<file path="src/rtl/apb_req_arbiter.sv">
// Two-client round-robin arbiter driving a single APB4 completer.
// Sequences SETUP/ACCESS, returns rdata/err, aborts stuck transfers.
module apb_req_arbiter #(
  parameter int TIMEOUT_CYCLES = 16,
  parameter int TO_W           = 8
) (
  input  logic        PCLK,
  input  logic        PRESETn,
  input  logic [1:0]  req_valid,
  input  logic [1:0]  req_addr,
  input  logic [1:0]  req_write,
  input  logic [63:0] req_wdata,
  input  logic [7:0]  req_strb,
  output logic [1:0]  req_ready,
  output logic [1:0]  rsp_valid,
  output logic [31:0] rsp_rdata,
  output logic        rsp_err,
  output logic        PADDR,
  output logic        PSEL,
  output logic        PENABLE,
  output logic        PWRITE,
  output logic [31:0] PWDATA,
  output logic [3:0]  PSTRB,
  input  logic        PREADY,
  input  logic [31:0] PRDATA,
  input  logic        PSLVERR
);

  typedef enum logic [1:0] {
    IDLE,
    SETUP,
    ACCESS
  } state_t;

  localparam bit TO_EN = (TIMEOUT_CYCLES != 0);
  localparam logic [TO_W-1:0] TO_LAST =
    TO_W'(TIMEOUT_CYCLES - 1);

  state_t          state;
  logic            last_grant;
  logic            gnt_q;
  logic            grant;
  logic            accept;
  logic            timeout_hit;
  logic            done;
  logic [TO_W-1:0] to_cnt;
  logic [5:0]      wsel;
  logic [2:0]      ssel;

  always_comb begin
    grant = 1'b0;
    unique case (1'b1)
      (req_valid == 2'b11): grant = ~last_grant;
      (req_valid == 2'b10): grant = 1'b1;
      (req_valid == 2'b01): grant = 1'b0;
      default:              grant = 1'b0;
    endcase
  end

  always_comb begin
    req_ready = 2'b00;
    if (state == IDLE) begin
      req_ready = req_valid & (grant ? 2'b10 : 2'b01);
    end
  end

  assign accept = (state == IDLE) && (|req_valid);
  assign wsel   = {grant, 5'b00000};
  assign ssel   = {grant, 2'b00};

  // Abort on the last allowed wait cycle; PREADY still wins.
  assign timeout_hit = TO_EN && !PREADY &&
                       (to_cnt == TO_LAST);
  assign done = PREADY || timeout_hit;

  always_ff @(posedge PCLK or negedge PRESETn) begin
    if (!PRESETn) begin
      state      <= IDLE;
      last_grant <= 1'b1;
      gnt_q      <= 1'b0;
      to_cnt     <= '0;
      PSEL       <= 1'b0;
      PENABLE    <= 1'b0;
      PADDR      <= 1'b0;
      PWRITE     <= 1'b0;
      PWDATA     <= '0;
      PSTRB      <= '0;
      rsp_valid  <= 2'b00;
      rsp_rdata  <= '0;
      rsp_err    <= 1'b0;
    end else begin
      rsp_valid <= 2'b00;
      unique case (state)
        IDLE: begin
          if (accept) begin
            gnt_q      <= grant;
            last_grant <= grant;
            PADDR      <= req_addr[grant];
            PWRITE     <= req_write[grant];
            PWDATA     <= req_write[grant] ?
                          req_wdata[wsel +: 32] : '0;
            PSTRB      <= req_write[grant] ?
                          req_strb[ssel +: 4] : '0;
            PSEL       <= 1'b1;
            PENABLE    <= 1'b0;
            state      <= SETUP;
          end
        end
        SETUP: begin
          PENABLE <= 1'b1;
          state   <= ACCESS;
        end
        ACCESS: begin
          if (done) begin
            state     <= IDLE;
            PSEL      <= 1'b0;
            PENABLE   <= 1'b0;
            to_cnt    <= '0;
            rsp_valid <= gnt_q ? 2'b10 : 2'b01;
            rsp_rdata <= (PREADY && !PWRITE) ?
                         PRDATA : '0;
            rsp_err   <= PREADY ? PSLVERR : 1'b1;
          end else begin
            to_cnt <= to_cnt + 1'b1;
          end
        end
        default: begin
          state   <= IDLE;
          PSEL    <= 1'b0;
          PENABLE <= 1'b0;
          to_cnt  <= '0;
        end
      endcase
    end
  end

endmodule
</file>
<file path="config.mk">
export PLATFORM = sky130hd
export DESIGN_NAME = apb_req_arbiter
export DESIGN_NICKNAME = d
export VERILOG_FILES = /design/src/rtl/apb_req_arbiter.sv
export SDC_FILE = /design/constraint.sdc
export NUM_CORES = 1
export LEC_CHECK = 0
export BUFFER_PORTS_ARGS = -buffer_cell sky130_fd_sc_hd__buf_2
export CORE_MARGIN = 4
export CORE_UTILIZATION = 47
export DETAILED_ROUTE_END_ITERATION = 10
export GPL_TIMING_DRIVEN = 0
export PLACE_DENSITY = 0.78
export SYNTH_ARGS = -nofsm -noshare
export SYNTH_HDL_FRONTEND = slang
export SYNTH_SLANG_ARGS = --single-unit
</file>
<file path="constraint.sdc">
create_clock -name PCLK -period 2.2 [get_ports PCLK]
set_clock_uncertainty 0.2 [all_clocks]
set_input_delay 0.22 -clock PCLK [delete_from_list [all_inputs] [get_ports PCLK]]
set_output_delay 0.22 -clock PCLK [all_outputs]
set_load 0.01 [all_outputs]
</file>
# Word level (Yosys, flattened, before mapping)
# Index checks and enable logic that the tools add are counted.
# word_totals
register_bits,87
latchBits,0
ram_bits,0
mem_bits_ro,0
inputBits,114
word_cells,64
mem_count,0
# op_classes
addsub,1
n_mul,0
div,0
n_lt_le_gt_ge,1
n_eq_ne,7
shift,2
muxes,24
bitwise_logic,3
reduce_logical,13
# ops
operator,n
two-way mux 32 bit,2
variable part select 64 x 7 -> 32 bit,1
case mux 8 bit (2 select lines),1
two-way mux 2 bit,7
adder 8 x 1 -> 8 bit (second input constant),1
== test 8 x 4 -> 1 bit (second input constant),1
two-way mux 1 bit,8
two-way mux 8 bit,1
variable part select 8 x 4 -> 4 bit,1
== test 2 bit (second input constant),3
case mux 1 bit (3 select lines),2
case mux 2 bit (3 select lines),1
AND reduction 2 bit,3
two-way mux 4 bit,1
inequality test 2 bit (second input constant),2
OR reduction 2 bit,2
logical AND 1 bit,3
AND reduction 3 bit,1
bitwise AND 2 bit,1
== test 2 x 1 -> 1 bit (second input constant),1
logical NOT 1 bit,2
logical NOT 2 bit,1
< comparator 1 x 2 -> 1 bit (second input constant),1
inverter 1 bit,2
2 further kinds,2

# Depth between registers and ports, before layout
# Gate-level depths: netlist of the first run.
# depth
word_depth,5
mapped_depth,8

# Least setup slack after synthesis of the first run
# OpenSTA, ideal clock, no wires.
# synth_path
kind,register -> register
start,register to_cnt[0]
end,register rsp_rdata[22]
setup_time_ps,95
arrival_time_ps,1713
t_required_ps,1905
path_slack_ps,192
stages_incl_launch_ff,9
n_path_buf,3
synth_period_minus_slack_ps,2008
cell_sequence,dfrtp_1 -> ha_1 -> and3_1 -> clkbuf_1 -> a21oi_1 -> buf_2 -> clkbuf_1 -> o21ai_0 -> o31ai_1
# synth_between
elab_chain_len,4
# synth_lines
item,line,source
from (decl),46,logic [TO_W-1:0] to_cnt;
from (signal assigned),124,to_cnt <= to_cnt + 1'b1;
== test 8 x 4 -> 1 bit,73,(to_cnt == TO_LAST);
logical AND 1 bit,72,assign timeout_hit = TO_EN && !PREADY &&
logical OR 1 bit,74,assign done = PREADY || timeout_hit;
AND reduction 2 bit (no line),-,
to (signal assigned),120,rsp_rdata <= (PREADY && !PWRITE) ?
to (decl),16,"output logic [31:0] rsp_rdata,"
# Every way passes these cells.
# A chain may end at the register's enable or synchronous reset.

# Final worst setup path of the first run
# layout_path
start,register last_grant
end,register PWDATA[14]
# layout_between
elab_chain_len,5
# layout_lines
item,line,source
from (decl),40,logic last_grant;
from (signal assigned),97,last_grant <= grant;
inverter 1 bit (*),53,(req_valid == 2'b11): grant = ~last_grant;
case mux 1 bit (2 select lines) (*),52,unique case (1'b1)
"parallel branches: the longest is 2 deep, another holds variable part select 64 x 7 -> 32 bit",-,
two-way mux 32 bit (*),100,PWDATA <= req_write[grant] ?
to (signal assigned),100,
to (decl),22,"output logic [31:0] PWDATA,"
# Every way passes the cells marked *. The select of a mux whose other input is x is not followed.

==> results of run 1 <==
-- worst max-delay path, stage by stage, from the launching register on --
cell and delay, ns:
dfstp_2 0.57, a21boi_4 0.08, buf_6 0.12, buf_4 0.17, mux2i_1 0.13, dlygate4sd3_1 0.58
o21ai_0 0.22
-- cell families after synthesis --
family | count (synthesis) | share of synthesized area
AO/OA/AOI/OAI | 122 | 0.2066
XOR/XNOR | 2 | 0.004350
adder cells (fa/ha/maj) | 1 | 0.003106
buffers and inverters | 38 | 0.04411
flip-flops | 87 | 0.5409
multiplexers | 39 | 0.09692
AND/OR/NAND/NOR | 99 | 0.1041
-- area by class of cell --
| class | count | area [µm²] |
|---|---|---|
| Clock buffer | 12 | 145.1 |
| Tap cell | 105 | 131.4 |
| Clock inverter | 4 | 53.80 |
| Timing Repair Buffer | 297 | 2039 |
| Antenna cell | 1 | 2.502 |
| Buffer | 31 | 173.9 |
| Multi-Input combinational cell | 263 | 1714 |
| Sequential cell | 87 | 2178 |
| Inverter | 6 | 22.52 |
| Fill cell | 482 | 1797 |
-- synthesized netlist by cell type --
| cell | number |
|---|---|
| dfrtp_1 | 86 |
| nand2_1 | 77 |
| o21ai_0 | 44 |
| mux2i_1 | 39 |
| o31ai_1 | 33 |
| o21ai_2 | 29 |
| clkbuf_1 | 20 |
| buf_2 | 7 |
| inv_1 | 6 |
| a21oi_1 | 5 |
| nor2_1 | 5 |
| a31oi_1 | 3 |
| buf_6 | 3 |
| nand2b_1 | 3 |
| nand3_1 | 3 |
| a21o_1 | 2 |
| and2_1 | 2 |
| and3_1 | 2 |
| o22ai_1 | 2 |
| xnor2_1 | 2 |
| a211oi_2 | 1 |
| a21boi_1 | 1 |
| a41oi_1 | 1 |
| buf_1 | 1 |
| buf_4 | 1 |
| dfstp_2 | 1 |
| ha_1 | 1 |
| nand4_1 | 1 |
| nor3_1 | 1 |
| nor3b_1 | 1 |
| nor4_2 | 1 |
| nor4b_1 | 1 |
| o32a_1 | 1 |
| or2_1 | 1 |
| or3_1 | 1 |
-- what timing repair did --
item,CTS,global route
setup endpoints to repair,17,37
endpoints found under the hold margin,155,0
hold buffers,105,0
gates resized for setup,7,18
buffers inserted,1,0
-- per-stage QoR --
stage / setup TNS, ns / worst slack [ns] / hold WS, ns / util
global route: -0.02241 / -0.02241 / 0.009383 / 0.7821
detailed placement: -1.224 / -0.1559 / -0.04525 / 0.6224
floorplan: 0 / 0.1918 / -0.2756 / -
global placement: -1.726 / -0.1229 / 0.2566 / 0.6188
finish: 0 / 0.01802 / 0.01214 / 0.7824
CTS: 0 / 0.03689 / 0.001558 / 0.7774
-- flip-flops by register name (all words and copies together), names as in the netlist, 2 cells and up --
register and cells:
rsp_rdata 32, to_cnt 8, PSTRB 4, state 2
rsp_valid 2, PWDATA 32
-- per-layer routing --
| layer | track usage | routed length, µm | vias to the layer above |
|---|---|---|---|
| met5 | 0 | 0 | - |
| met4 | 0.1244 | 440 | 0 |
| met3 | 0.06505 | 1333 | 41 |
| met2 | 0.4913 | 7067 | 247 |
| met1 | 0.3376 | 5470 | 2067 |
| li1 | - | - | 1988 |
-- report_power, final --
part	switching [W]	leakage, nW	total (W)	internal (W)
combinational	0.00161	2.01	0.00277	0.00116
clock	0.000568	0.0932	0.00113	0.000562
sequential	0.000374	1.14	0.00252	0.00215
total	0.00255	3.25	0.00643	0.00387
-- how the worst min path moves through the flow --
stage	to
after floorplan	PADDR
after global placement	PADDR
after detailed placement	rsp_rdata[19]
after CTS	PSTRB[1]
after global routing	PWDATA[11]
final	PWDATA[11]
==> out/results.txt, run 1 <==
CTS tree: done
Setup crit end kind: flop
Port Buffers: 190
Commonest non-fill, non-tap cells in the layout: buf_2, dlygate4sd3_1, dfrtp_1
Die Y: 100.6 µm
Global route overflow: 0
Slew Viols, Final: 0
Layout Nets: 810
Status: complete, no violations
Rows: 33
CP required: 2.26 ns
Worst reg2reg endpoint: PWDATA[14]
Max Clock Freq: 458.3 MHz
Seq/Total Area, Yosys: 0.5409
Syn_area_per_cell: 10.38 µm²
Clock Sinks: 87
Detailed placer's ending HPWL: 8401 µm
Post-Syn Area: 0.004028 mm²
Number of global-route vias before repair: 4578
Share of layout cells above drive strength 1: 0.3686
HP Start: req_wdata[43]
Antenna violations before repair: 0
Design Area, Final: 0.006461 mm²
Placed Cells: 684
Leading area contributor after synthesis: dfrtp_1
Post-Syn Instances: 388
Reg2Reg Depth: 6
Worst Path Max Fanout: 8
Max-cap violations: 0
Reg-to-reg slack, setup: 0.02 ns
Yosys warns: 0
Min Tclk post-route: 2.182 ns
Initial Util: 0.4877
Worst Tran Pin Value: 0.7470 ns
Clk Latency, worst-skew pair: 0.35 ns
Drt pass-1 iters: 4
H-tree depth: 3
Die ar.: 0.01011 mm²
Vias per cell: 5.388
Routed Antenna Nets: 0
IO Pins: 191
Worst VDD drop: 0.4925 mV
GR Util All Layers: 0.2839
Distinct cell type count after synthesis: 35
Routed wire length: 14310 µm
Top-area cell type share of the netlist area: 0.5343
CORE AREA: 0.008258 mm²
Clock buffer depth: 2
Reg-to-Reg Start: last_grant
TritonCTS Buffers: 9
Startpoint types: flop
Global placement routability congestion: 0.8489
Remaining routing DRC violations: 0
Placed inst area: 0.005140 mm²
Data arrival, critical path: 2.24 ns
Hold Path Cell Cnt: 3
Rel. slew slack: 0.5020
Total power: 0.006426 W
Setup CP Type: reg -> reg
Ranking of synthesized cells by area: dfrtp_1, mux2i_1, nand2_1
Most common cell after layout, fill and taps aside: buf_2
Final Hold Viols: 0
Root Driver: clkbuf_8
Post-Syn Nets: 503
Layout area overhead: 60.42%
First-pass GRT wire length: 22580 µm
Worst Setup SP: last_grant
Non-filler cells, final: 806
CP endpoint: PWDATA[14]
Static leakage: 3.246 nW
Vias post-DR: 4343
Power Dens Cells: 994.6 mW/mm²
Min-Delay Path Class: in -> reg
Post-DR wirelength/cell: 17.76 µm
Chip width: 100.6 µm
Fin crit share: 0.9918
Yosys reg bits: 87
Pin count of the biggest net entering global routing: 63
Clock Pin Slew Worst Setup and Hold Paths: 0.09 ns
DRT iter0 DRCs: 145
Final Setup Violations: 0
Power figures use the tool's default switching activity.
==> inputs of run 2 (changes only) <==
CORE_UTILIZATION = 48   (was 47)
CTS_BUF_LIST = sky130_fd_sc_hd__clkbuf_8   (was default)
PLACE_DENSITY = 0.79   (was 0.78)
==> out/results.txt, run 2 (synthesis gave the netlist of run 1 again) <==
Routed Antenna Nets: 0 (unchanged)
Clock Pin Slew Worst Setup and Hold Paths: 0.08 ns (about the same)
Port Buffers: 190 (unchanged)
Min-Delay Path Class: in -> reg
CP Buf/Inv Count: 3 (unchanged)
Worst setup margin: 0.06681 ns (+0.04878 ns)
Biggest regs: PWDATA: 32 flops, rsp_rdata: 32 flops, to_cnt: 8 flops
Clock buffer depth: 2 (unchanged)
GR Util All Layers: 0.2970 (+0.01307)
Post-DR wirelength/cell: 18.11 µm (+2.0%)
Register area: 0.002178 mm² (unchanged)
Initial Util: 0.4927 (+0.004927)
Fill count: 464 (-3.7%)
RSZ-0062 raised after global routing: false
Final Setup Violations: 0 (unchanged)
TritonCTS Buffers: 9 (unchanged)
Detailed placer's ending HPWL: 8473 µm (+0.86%)
Layout Nets: 811 (+0.12%)
Rows: 33 (unchanged)
Vias post-DR: 4416 (+1.7%)
Drt pass-1 iters: 5 (+1)
Max-cap violations: 0 (unchanged)
Root Driver: clkbuf_8
Fin crit share: 0.9696 (-0.02217)
Post-layout util: 0.7955 (+0.01311)
Crit-path leading delay family: buffers and inverters
Routed wire length: 14580 µm (+1.9%)
Status: complete, no violations
Rel. slew slack: 0.4953 (-0.006670)
Length of routed met2 wiring: 7199 µm (+1.9%)
Power Dens Cells: 1016 mW/mm² (+2.1%)
Worst VDD drop: 0.5579 mV (+13%)
Static leakage: 3.281 nW (+1.1%)
Setup crit end kind: flop
CORE AREA: 0.008175 mm² (-1.0%)
Pin count of the biggest net entering global routing: 56 (-11%)
Area of the multi-input gates: 0.001714 mm² (unchanged)
Die ar.: 0.009920 mm² (-1.9%)
CTS tree: done
Startpoint types: flop
DRT iter0 DRCs: 244 (+68%)
Min Tclk post-route: 2.133 ns (-0.04878 ns)
Commonest non-fill, non-tap cells in the layout: buf_2, dlygate4sd3_1, dfrtp_1
Layout area overhead: 61.48%
Crit-path slowest cell: dlygate4sd3_1
Crit path cell chain: a21boi_4 > buf_6 > buf_6 > mux2i_1 > dlygate4sd3_1 > o21ai_2
Die Y: 99.60 µm (-0.96%)
Global route overflow: 0 (unchanged)
Pre-CTS setup slack: -0.1265 ns (+0.02938 ns)
Remaining routing DRC violations: 0 (unchanged)
Slew Viols, Final: 0 (unchanged)
Vias per cell: 5.486 (+1.8%)
CP dominant cell by count: buf_6
Setup CP Type: reg -> reg
Antenna violations before repair: 0 (unchanged)
Most common cell after layout, fill and taps aside: buf_2
H-tree depth: 3 (unchanged)
IO Pins: 191 (unchanged)
Share of layout cells above drive strength 1: 0.3671 (-0.001429)
Metal-1 WL: 5454 µm (-0.29%)
Clk Latency, worst-skew pair: 0.35 ns (about the same)
WL met3: 1291 µm (-3.2%)
Number of global-route vias before repair: 4645 (+1.5%)
Final Hold Viols: 0 (unchanged)
Clock Sinks: 87 (unchanged)
Diodes inserted: 0 (-1)
Max Clock Freq: 468.8 MHz (+2.3%)
First-pass GRT wire length: 23350 µm (+3.4%)
Max stage delay on crit path: 0.61 ns (+0.03 ns)
Chip width: 99.60 µm (-0.96%)
Worst Path Max Fanout: 10 (+2)
CP required: 2.24 ns (-0.02 ns)
Global placement routability congestion: 0.8500 (+0.13%)
Data arrival, critical path: 2.17 ns (-0.07 ns)
Worst Tran Pin Value: 0.7570 ns (+0.01000 ns)
Max layer used: met4
[run 2: cell types whose count changed in the layout (fill, tap and decap cells not counted), sizes merged]
| cell | previous run | this run |
|---|---|---|
| diode | 1 | 0 |
| clkbuf | 31 | 29 |
| bufinv | 1 | 3 |
| clkinvlp | 2 | 0 |
| clkinv | 0 | 1 |
| inv | 7 | 8 |
| dlygate4sd3 | 105 | 106 |
| buf | 204 | 203 |
[run 2: per-layer routing]
metal / track usage / vias up
met5: 0 / -
met4: 0.1429 / 0
met3: 0.08065 / 62
met2: 0.5098 / 292
met1: 0.3431 / 2083
li1: - / 1979
[run 2: where the power goes]
part           internal, W  switching [W]  total [W]
logic              0.00117        0.00161    0.00278
clock network     0.000739       0.000551    0.00129
registers          0.00215       0.000389    0.00254
[run 2: final timing paths]
path                                  from            end  slack (ns)  cells after the start
worst max-delay path            last_grant      PWDATA[7]        0.07                      6
worst min-delay path                PREADY      to_cnt[4]        0.07                      4
worst max register to register  last_grant      PWDATA[7]        0.07                      6
min in group asynchronous          PRESETn  rsp_rdata[23]        0.17                      2
worst min register to register   PWDATA[5]      PWDATA[5]        0.28                      2
max in group asynchronous          PRESETn         PWRITE        1.01                      3
[run 2: cell type report]
cell class                      instances  area share
Buffer                                 31     0.02732
Clock buffer                            9     0.01905
Clock inverter                          6     0.01578
Inverter                                6    0.003463
Multi-Input combinational cell        263      0.2636
Sequential cell                        87      0.3349
Tap cell                              105     0.02020
Timing Repair Buffer                  298      0.3157
[run 2: worst register-to-register path, delay by kind of cell, from the launching register on]
kind                   cells  cell delay (ns)
AOI/OAI and AO/OA          2             0.28
buffers and inverters      3             0.92
DFF                        1             0.39
muxes                      1             0.25
[run 2: per-stage QoR]
step | setup TNS, ns | hold WS [ns] | cell area (µm²) | std cells | total power, W
6_report | 0 | 0.07052 | 6504 | 805 | 0.006607
3_5_place_dp | -0.9775 | -0.002768 | 5140 | 684 | 0.004972
4_1_cts | 0 | 0.02022 | 6465 | 806 | 0.006461
3_3_place_gp | -2.748 | 0.2568 | 5110 | 683 | 0.004869
5_1_grt | 0 | 0.08367 | 6504 | 805 | 0.006992
2_1_floorplan | 0 | -0.2756 | 4028 | 388 | 0.003934
[run 2: what timing repair did]
action                     in CTS  in global routing
setup buffers                   1                  0
hold endpoints to repair      101                  0
setup endpoints to repair      16                 47
cloned                          0                  0
hold buffers                  106                  0
pin swaps                       0                  1
resized for setup               8                 18
